**src/rtl/alu_arbiter_pkg.sv**
```systemverilog
// Shared ALU opcode encodings and the opcode legality check.
package alu_arbiter_pkg;

  localparam logic [3:0] ALU_AND   = 4'b0000;
  localparam logic [3:0] ALU_ORR   = 4'b0001;
  localparam logic [3:0] ALU_ADD   = 4'b0010;
  localparam logic [3:0] ALU_SUB   = 4'b0110;
  localparam logic [3:0] ALU_PASSB = 4'b0111;
  localparam logic [3:0] ALU_PASSA = 4'b1000;

  function automatic logic is_legal_op(input logic [3:0] op);
    logic legal;
    case (op)
      ALU_AND, ALU_ORR, ALU_ADD, ALU_SUB, ALU_PASSB, ALU_PASSA: legal = 1'b1;
      default: legal = 1'b0;
    endcase
    return legal;
  endfunction

endpackage

```
**src/rtl/alu_arbiter_if.sv**
```systemverilog
// Request/response bundle between two ALU requesters, the consumer and the arbiter.
interface alu_arbiter_if #(
  parameter int unsigned N     = 64,
  parameter int unsigned CNT_W = 16
);
  logic [1:0]       req_valid;
  logic [1:0]       req_ready;
  logic [N-1:0]     req0_a;
  logic [N-1:0]     req0_b;
  logic [3:0]       req0_op;
  logic [N-1:0]     req1_a;
  logic [N-1:0]     req1_b;
  logic [3:0]       req1_op;
  logic             resp_valid;
  logic             resp_ready;
  logic             resp_id;
  logic [N-1:0]     resp_result;
  logic             resp_zero;
  logic             resp_err;
  logic [CNT_W-1:0] acc_cnt0;
  logic [CNT_W-1:0] acc_cnt1;

  // Requesters and response consumer.
  modport master (
    output req_valid, req0_a, req0_b, req0_op, req1_a, req1_b, req1_op, resp_ready,
    input  req_ready, resp_valid, resp_id, resp_result, resp_zero, resp_err,
           acc_cnt0, acc_cnt1
  );

  // Arbiter side.
  modport slave (
    input  req_valid, req0_a, req0_b, req0_op, req1_a, req1_b, req1_op, resp_ready,
    output req_ready, resp_valid, resp_id, resp_result, resp_zero, resp_err,
           acc_cnt0, acc_cnt1
  );
endinterface

```
**src/rtl/alu.sv**
```systemverilog
// Combinational ALU; undefined opcodes yield all-ones.
module alu
  import alu_arbiter_pkg::*;
#(
  parameter int unsigned N = 64
) (
  input  logic [N-1:0] i_a,
  input  logic [N-1:0] i_b,
  input  logic [3:0]   i_op,
  output logic [N-1:0] o_result,
  output logic         o_zero
);

  // Operation decode.
  always_comb begin
    o_result = '1;
    case (i_op)
      ALU_AND:   o_result = i_a & i_b;
      ALU_ORR:   o_result = i_a | i_b;
      ALU_ADD:   o_result = i_a + i_b;
      ALU_SUB:   o_result = i_a - i_b;
      ALU_PASSB: o_result = i_b;
      ALU_PASSA: o_result = i_a;
      default:   o_result = '1;
    endcase
  end

  assign o_zero = (o_result == '0);

endmodule

```
**src/rtl/alu_arbiter.sv**
```systemverilog
// Round-robin arbiter sharing one ALU between two requesters, with a 1-entry
// response register and per-requester accepted-op counters.
module alu_arbiter
  import alu_arbiter_pkg::*;
#(
  parameter int unsigned N     = 64,
  parameter int unsigned CNT_W = 16
) (
  input logic         clk,
  input logic         reset,
  alu_arbiter_if.slave bus
);

  logic             r_prio;
  logic             r_resp_valid;
  logic             r_resp_id;
  logic [N-1:0]     r_resp_result;
  logic             r_resp_zero;
  logic             r_resp_err;
  logic [CNT_W-1:0] r_cnt0;
  logic [CNT_W-1:0] r_cnt1;

  logic [1:0]   w_grant;
  logic [1:0]   w_ready;
  logic         w_can_accept;
  logic         w_xfer;
  logic         w_id;
  logic [N-1:0] w_a;
  logic [N-1:0] w_b;
  logic [3:0]   w_op;
  logic [N-1:0] w_result;
  logic         w_zero;

  // Grant selection and operand mux; no grant while reset is asserted.
  always_comb begin
    w_grant = bus.req_valid;
    if (&bus.req_valid) w_grant = r_prio ? 2'b10 : 2'b01;
    w_can_accept = !r_resp_valid || bus.resp_ready;
    w_ready      = (reset && w_can_accept) ? w_grant : 2'b00;
    w_xfer       = |w_ready;
    w_id         = w_ready[1];
    w_a          = w_id ? bus.req1_a  : bus.req0_a;
    w_b          = w_id ? bus.req1_b  : bus.req0_b;
    w_op         = w_id ? bus.req1_op : bus.req0_op;
  end

  alu #(
    .N (N)
  ) u_alu (
    .i_a      (w_a),
    .i_b      (w_b),
    .i_op     (w_op),
    .o_result (w_result),
    .o_zero   (w_zero)
  );

  // Response register, round-robin priority and accepted-op counters.
  always_ff @(posedge clk) begin
    if (!reset) begin
      r_prio        <= 1'b0;
      r_resp_valid  <= 1'b0;
      r_resp_id     <= 1'b0;
      r_resp_result <= '0;
      r_resp_zero   <= 1'b0;
      r_resp_err    <= 1'b0;
      r_cnt0        <= '0;
      r_cnt1        <= '0;
    end else begin
      if (w_xfer) begin
        r_resp_valid  <= 1'b1;
        r_resp_id     <= w_id;
        r_resp_result <= w_result;
        r_resp_zero   <= w_zero;
        r_resp_err    <= !is_legal_op(w_op);
        r_prio        <= ~w_id;
        if (w_id) r_cnt1 <= r_cnt1 + CNT_W'(1);
        else      r_cnt0 <= r_cnt0 + CNT_W'(1);
      end else if (bus.resp_ready) begin
        // Drained with nothing new: data fields keep their last value.
        r_resp_valid <= 1'b0;
      end
    end
  end

  assign bus.req_ready   = w_ready;
  assign bus.resp_valid  = r_resp_valid;
  assign bus.resp_id     = r_resp_id;
  assign bus.resp_result = r_resp_result;
  assign bus.resp_zero   = r_resp_zero;
  assign bus.resp_err    = r_resp_err;
  assign bus.acc_cnt0    = r_cnt0;
  assign bus.acc_cnt1    = r_cnt1;

endmodule

```
**src/flat_wrapper.sv**
```systemverilog
// flat-port wrapper written by rule: the top's interface ports become plain ports
module alu_arbiter_flat import alu_arbiter_pkg::*;
#(
  parameter int unsigned N     = 64,
  parameter int unsigned CNT_W = 16
)
  (clk, reset, bus_req_valid, bus_req0_a, bus_req0_b, bus_req0_op, bus_req1_a, bus_req1_b, bus_req1_op, bus_resp_ready, bus_req_ready, bus_resp_valid, bus_resp_id, bus_resp_result, bus_resp_zero, bus_resp_err, bus_acc_cnt0, bus_acc_cnt1);
  alu_arbiter_if #(.N(N), .CNT_W(CNT_W)) bus_i ();
  input logic clk;
  input logic reset;
  input wire logic [$bits(bus_i.req_valid)-1:0] bus_req_valid;
  input wire logic [$bits(bus_i.req0_a)-1:0] bus_req0_a;
  input wire logic [$bits(bus_i.req0_b)-1:0] bus_req0_b;
  input wire logic [$bits(bus_i.req0_op)-1:0] bus_req0_op;
  input wire logic [$bits(bus_i.req1_a)-1:0] bus_req1_a;
  input wire logic [$bits(bus_i.req1_b)-1:0] bus_req1_b;
  input wire logic [$bits(bus_i.req1_op)-1:0] bus_req1_op;
  input wire logic [$bits(bus_i.resp_ready)-1:0] bus_resp_ready;
  output wire logic [$bits(bus_i.req_ready)-1:0] bus_req_ready;
  output wire logic [$bits(bus_i.resp_valid)-1:0] bus_resp_valid;
  output wire logic [$bits(bus_i.resp_id)-1:0] bus_resp_id;
  output wire logic [$bits(bus_i.resp_result)-1:0] bus_resp_result;
  output wire logic [$bits(bus_i.resp_zero)-1:0] bus_resp_zero;
  output wire logic [$bits(bus_i.resp_err)-1:0] bus_resp_err;
  output wire logic [$bits(bus_i.acc_cnt0)-1:0] bus_acc_cnt0;
  output wire logic [$bits(bus_i.acc_cnt1)-1:0] bus_acc_cnt1;
  assign bus_i.req_valid = bus_req_valid;
  assign bus_i.req0_a = bus_req0_a;
  assign bus_i.req0_b = bus_req0_b;
  assign bus_i.req0_op = bus_req0_op;
  assign bus_i.req1_a = bus_req1_a;
  assign bus_i.req1_b = bus_req1_b;
  assign bus_i.req1_op = bus_req1_op;
  assign bus_i.resp_ready = bus_resp_ready;
  assign bus_req_ready = bus_i.req_ready;
  assign bus_resp_valid = bus_i.resp_valid;
  assign bus_resp_id = bus_i.resp_id;
  assign bus_resp_result = bus_i.resp_result;
  assign bus_resp_zero = bus_i.resp_zero;
  assign bus_resp_err = bus_i.resp_err;
  assign bus_acc_cnt0 = bus_i.acc_cnt0;
  assign bus_acc_cnt1 = bus_i.acc_cnt1;
  alu_arbiter #(.N(N), .CNT_W(CNT_W)) u_core (.clk(clk), .reset(reset), .bus(bus_i));
endmodule
```
**config.mk**
```make
export PLATFORM = sky130hd
export DESIGN_NAME = alu_arbiter_flat
export DESIGN_NICKNAME = d
export VERILOG_FILES = /design/src/rtl/alu_arbiter_pkg.sv /design/src/rtl/alu_arbiter_if.sv /design/src/rtl/alu.sv /design/src/rtl/alu_arbiter.sv /design/src/flat_wrapper.sv
export SDC_FILE = /design/constraint.sdc
export NUM_CORES = 1
export LEC_CHECK = 0
export CORE_MARGIN = 1.5
export CORE_UTILIZATION = 40
export CTS_CLUSTER_DIAMETER = 120
export DETAILED_ROUTE_END_ITERATION = 10
export GPL_TIMING_DRIVEN = 1
export PLACE_DENSITY = 0.67
export SLEW_MARGIN = 15
export SYNTH_ARGS = -nofsm -noshare
export SYNTH_HDL_FRONTEND = slang
export SYNTH_SLANG_ARGS = --single-unit
```
**constraint.sdc**
```tcl
create_clock -name clk -period 10.2 [get_ports clk]
set_clock_uncertainty 0.2 [all_clocks]
set_input_delay 1.53 -clock clk [delete_from_list [all_inputs] [get_ports clk]]
set_output_delay 1.53 -clock clk [all_outputs]
set_load 0.1 [all_outputs]
```
==> impl_metrics.py <==
metrics = {
    "run_status": {
        "outcome": "complete, no violations",
    },
    "placement": {
        "post-dp-hpwl_um": 52100,
        "routabilityCongestion": 0.983,
        "post-place-ws_ns": 0.876,
        "place_area_um2": 17700,
        "port_buffers": 370,
    },
    "timing": {
        "slew_headroom": 0.180,
        "min_period_ns": 9.12,
        "fin_setup_tns_ns": 0,
        "whs_ns": 0.258,
        "tightest_slew_ns": 1.23,
        "timing.fmax_mhz": 110,
        "final_hold_viol_count": 0,
        "period_share": 0.894,
        "rsz0062_at_grt": "no",
        "setup_viol": 0,
        "finalWorstSetupSlack_ns": 1.08,
        "slew_violations": 0,
    },
    "critical_path": {
        "critical_path_class": "input pin to flop",
        "r2r_start": "u_core.r_prio",
        "worstReg2RegEnd": "u_core.bus.resp_zero",
        "slowest_stage": "nor4b_1",
        "cp-start-kind": "input pin",
        "crit_family": "simple AND/OR/NAND/NOR gates",
        "cp.required_ns": 10.30,
        "r2r_cells": 27,
        "path_depth": 28,
        "regToRegSetupSlack_ns": 2.44,
        "slowest_delay_ns": 0.55,
        "endpoint_kind": "flop",
        "crit_path_start": "bus_resp_ready",
        "cp_max_fo": 18,
        "worstPathArrival_ns": 9.22,
        "cp_num_buf_inv": 2,
    },
    "drt": {
        "ant_nets": 0,
        "drc": 0,
        "vias": 17200,
        "drt-initial-drc-count": 1803,
        "routedWlPerCell_um": 24.0,
        "via_per_inst": 6.22,
        "first_pass_iters": 5,
        "wirelength_um": 66200,
    },
    "floorplan": {
        "chipWidth_um": 188,
        "die_y_um": 188,
        "initial_core_util": 0.406,
        "core_area_um2": 33500,
        "row_count": 67,
        "design.die.area_um2": 35200,
        "design.portCount": 371,
    },
    "clock_tree": {
        "cts-resized-gates": 0,
        "cts_buffer_depth": 2,
        "cts_sinks": 101,
        "hold_buffers": 0,
        "cts_setup_buffers": 0,
        "clock-root-buffer": "clkbuf_16",
        "cts_tree": "done",
        "clk_pin_slew_ns": 0.08,
        "cts_inserted_buffers": 9,
        "cts_max_level": 3,
        "insertion_delay_ns": 0.35,
    },
    "yosys": {
        "synth_edf_count": 0,
        "syn_area_um2": 13600,
        "avgSynthCellArea_um2": 6.74,
        "async_flop_share": 0,
        "synth-main-ff-cell": "dfxtp_1",
        "netlist_instances": 2023,
        "yosys_register_bits": 101,
        "ys_warn_count": 0,
        "synth_nets": 2357,
        "yosysSeqAreaShare": 0.148,
        "synth.distinct_cells": 80,
    },
    "hold_path": {
        "holdPathEnd": "u_core.bus.resp_err",
        "worstHoldPathCells": 2,
        "worstHoldPathType": "flop to flop",
        "hp-start": "u_core.bus.resp_err",
    },
    "final_layout": {
        "drive_gt1_frac": 0.0432,
        "fin_nets": 2645,
        "syn_to_final_growth_pct": 32.4,
        "design_area_um2": 18000,
        "num_antenna_cells": 0,
    },
    "global_routing": {
        "grt_first_pass_wirelength_um": 99500,
        "grt_usage": 0.363,
        "antenna_found_initial": 4,
        "grt_overflow": 0,
        "grt_max_degree": 108,
        "grt_pass1_vias": 16300,
    },
    "flow_run": {
        "cap_viol_max_count": 0,
    },
    "pwr": {
        "ir_worst_vdd_uv": 86.2,
        "leakage_nw": 7.20,
        "power_density_nw_per_um2": 114,
    },
}
cells in the final DEF (no fill, tap or decap), types with 64 or more instances in the layout:
cell and count:
clkdlybuf4s50_1 370, nand3_1 74, a21oi_1 177, o21ai_0 130
nor2_1 196, dfxtp_1 101, mux2i_1 89, xor2_1 74
ha_1 64, nand2_1 288, nor3_1 74
how the worst max path moves through the flow:
stage	end	slack [ns]
after floorplan	u_core.bus.resp_zero	1.64
after global placement	u_core.bus.resp_zero	1.05
after detailed placement	u_core.bus.resp_zero	0.88
after CTS	u_core.bus.resp_zero	1.21
after global routing	u_core.bus.resp_zero	0.46
final	u_core.bus.resp_zero	1.08
cells by family after synthesis:
kind of cell,count (synthesis),share of synthesized area
muxes,105,0.0799
and+or+nand+nor,827,0.284
adders and majority gates,65,0.0602
xor gates and xnor gates,137,0.0880
buffers and inverters,175,0.0498
DFF,101,0.148
AOI/OAI and AO/OA,613,0.290
cell usage after synthesis, drive strengths merged, types with 16 or more instances:
| master | count | share of area |
|---|---|---|
| nand3 | 74 | 0.027 |
| a21oi | 177 | 0.065 |
| buf | 28 | 0.0093 |
| dfxtp | 101 | 0.15 |
| a21o | 26 | 0.014 |
| nand2b | 16 | 0.0073 |
| nor4 | 27 | 0.012 |
| and3 | 17 | 0.0078 |
| nor2 | 197 | 0.054 |
| inv | 46 | 0.013 |
| ha | 64 | 0.059 |
| xor2 | 74 | 0.048 |
| o211ai | 26 | 0.014 |
| nor3 | 76 | 0.028 |
| a211oi | 54 | 0.030 |
| a31oi | 32 | 0.015 |
| o21ai | 139 | 0.051 |
| or3 | 19 | 0.0095 |
| clkbuf | 101 | 0.028 |
| mux2i | 95 | 0.072 |
| nand2 | 288 | 0.079 |
| xnor2 | 63 | 0.040 |
| nand4 | 46 | 0.022 |
| a221oi | 19 | 0.012 |
tightest hold or removal path: stages, from the launching register on:
cell and delay (ns):
dfxtp_1 0.31, nand2_1 0.05, a21oi_1 0.05
state kept, by name, summed over array words and instances, names as in the netlist:
| name | cells |
|---|---|
| u_core.bus.acc_cnt1 | 16 |
| u_core.bus.resp_valid | 1 |
| u_core.bus.resp_result | 64 |
| u_core.r_prio | 1 |
| u_core.bus.resp_id | 1 |
| u_core.bus.acc_cnt0 | 16 |
| u_core.bus.resp_zero | 1 |
| u_core.bus.resp_err | 1 |
power breakdown:
| part | internal, mW | switching (mW) |
|---|---|---|
| clock network | 0.172 | 0.178 |
| logic | 0.439 | 0.835 |
| registers | 0.419 | 0.0166 |
| total | 1.03 | 1.03 |
routing by layer:
layer	global-route usage	part of all wire	up-vias
li1	-	-	8039
met3	0.0893	0.10	131
met2	0.579	0.45	912
met5	0	0.00082	-
met1	0.478	0.42	8089
met4	0.121	0.033	8
layout make-up:
cell class,count,area [µm²]
fillers,3358,15500
multi-input cells,1747,11000
repair buffers,406,4010
flip-flops and latches,101,2020
well taps,448,561
clock buffers,9,225
inverters,46,174
clock inverters,7,71.3
per-stage QoR:
step,utilization,power (mW),cells
floorplan,-,1.25,2023
global placement,0.529,1.69,2748
CTS,0.538,2.04,2764
global route,0.538,2.17,2764
detailed placement,0.529,1.69,2748
finish,0.538,2.06,2764
Note: power is estimated with default switching activity, not from simulation.
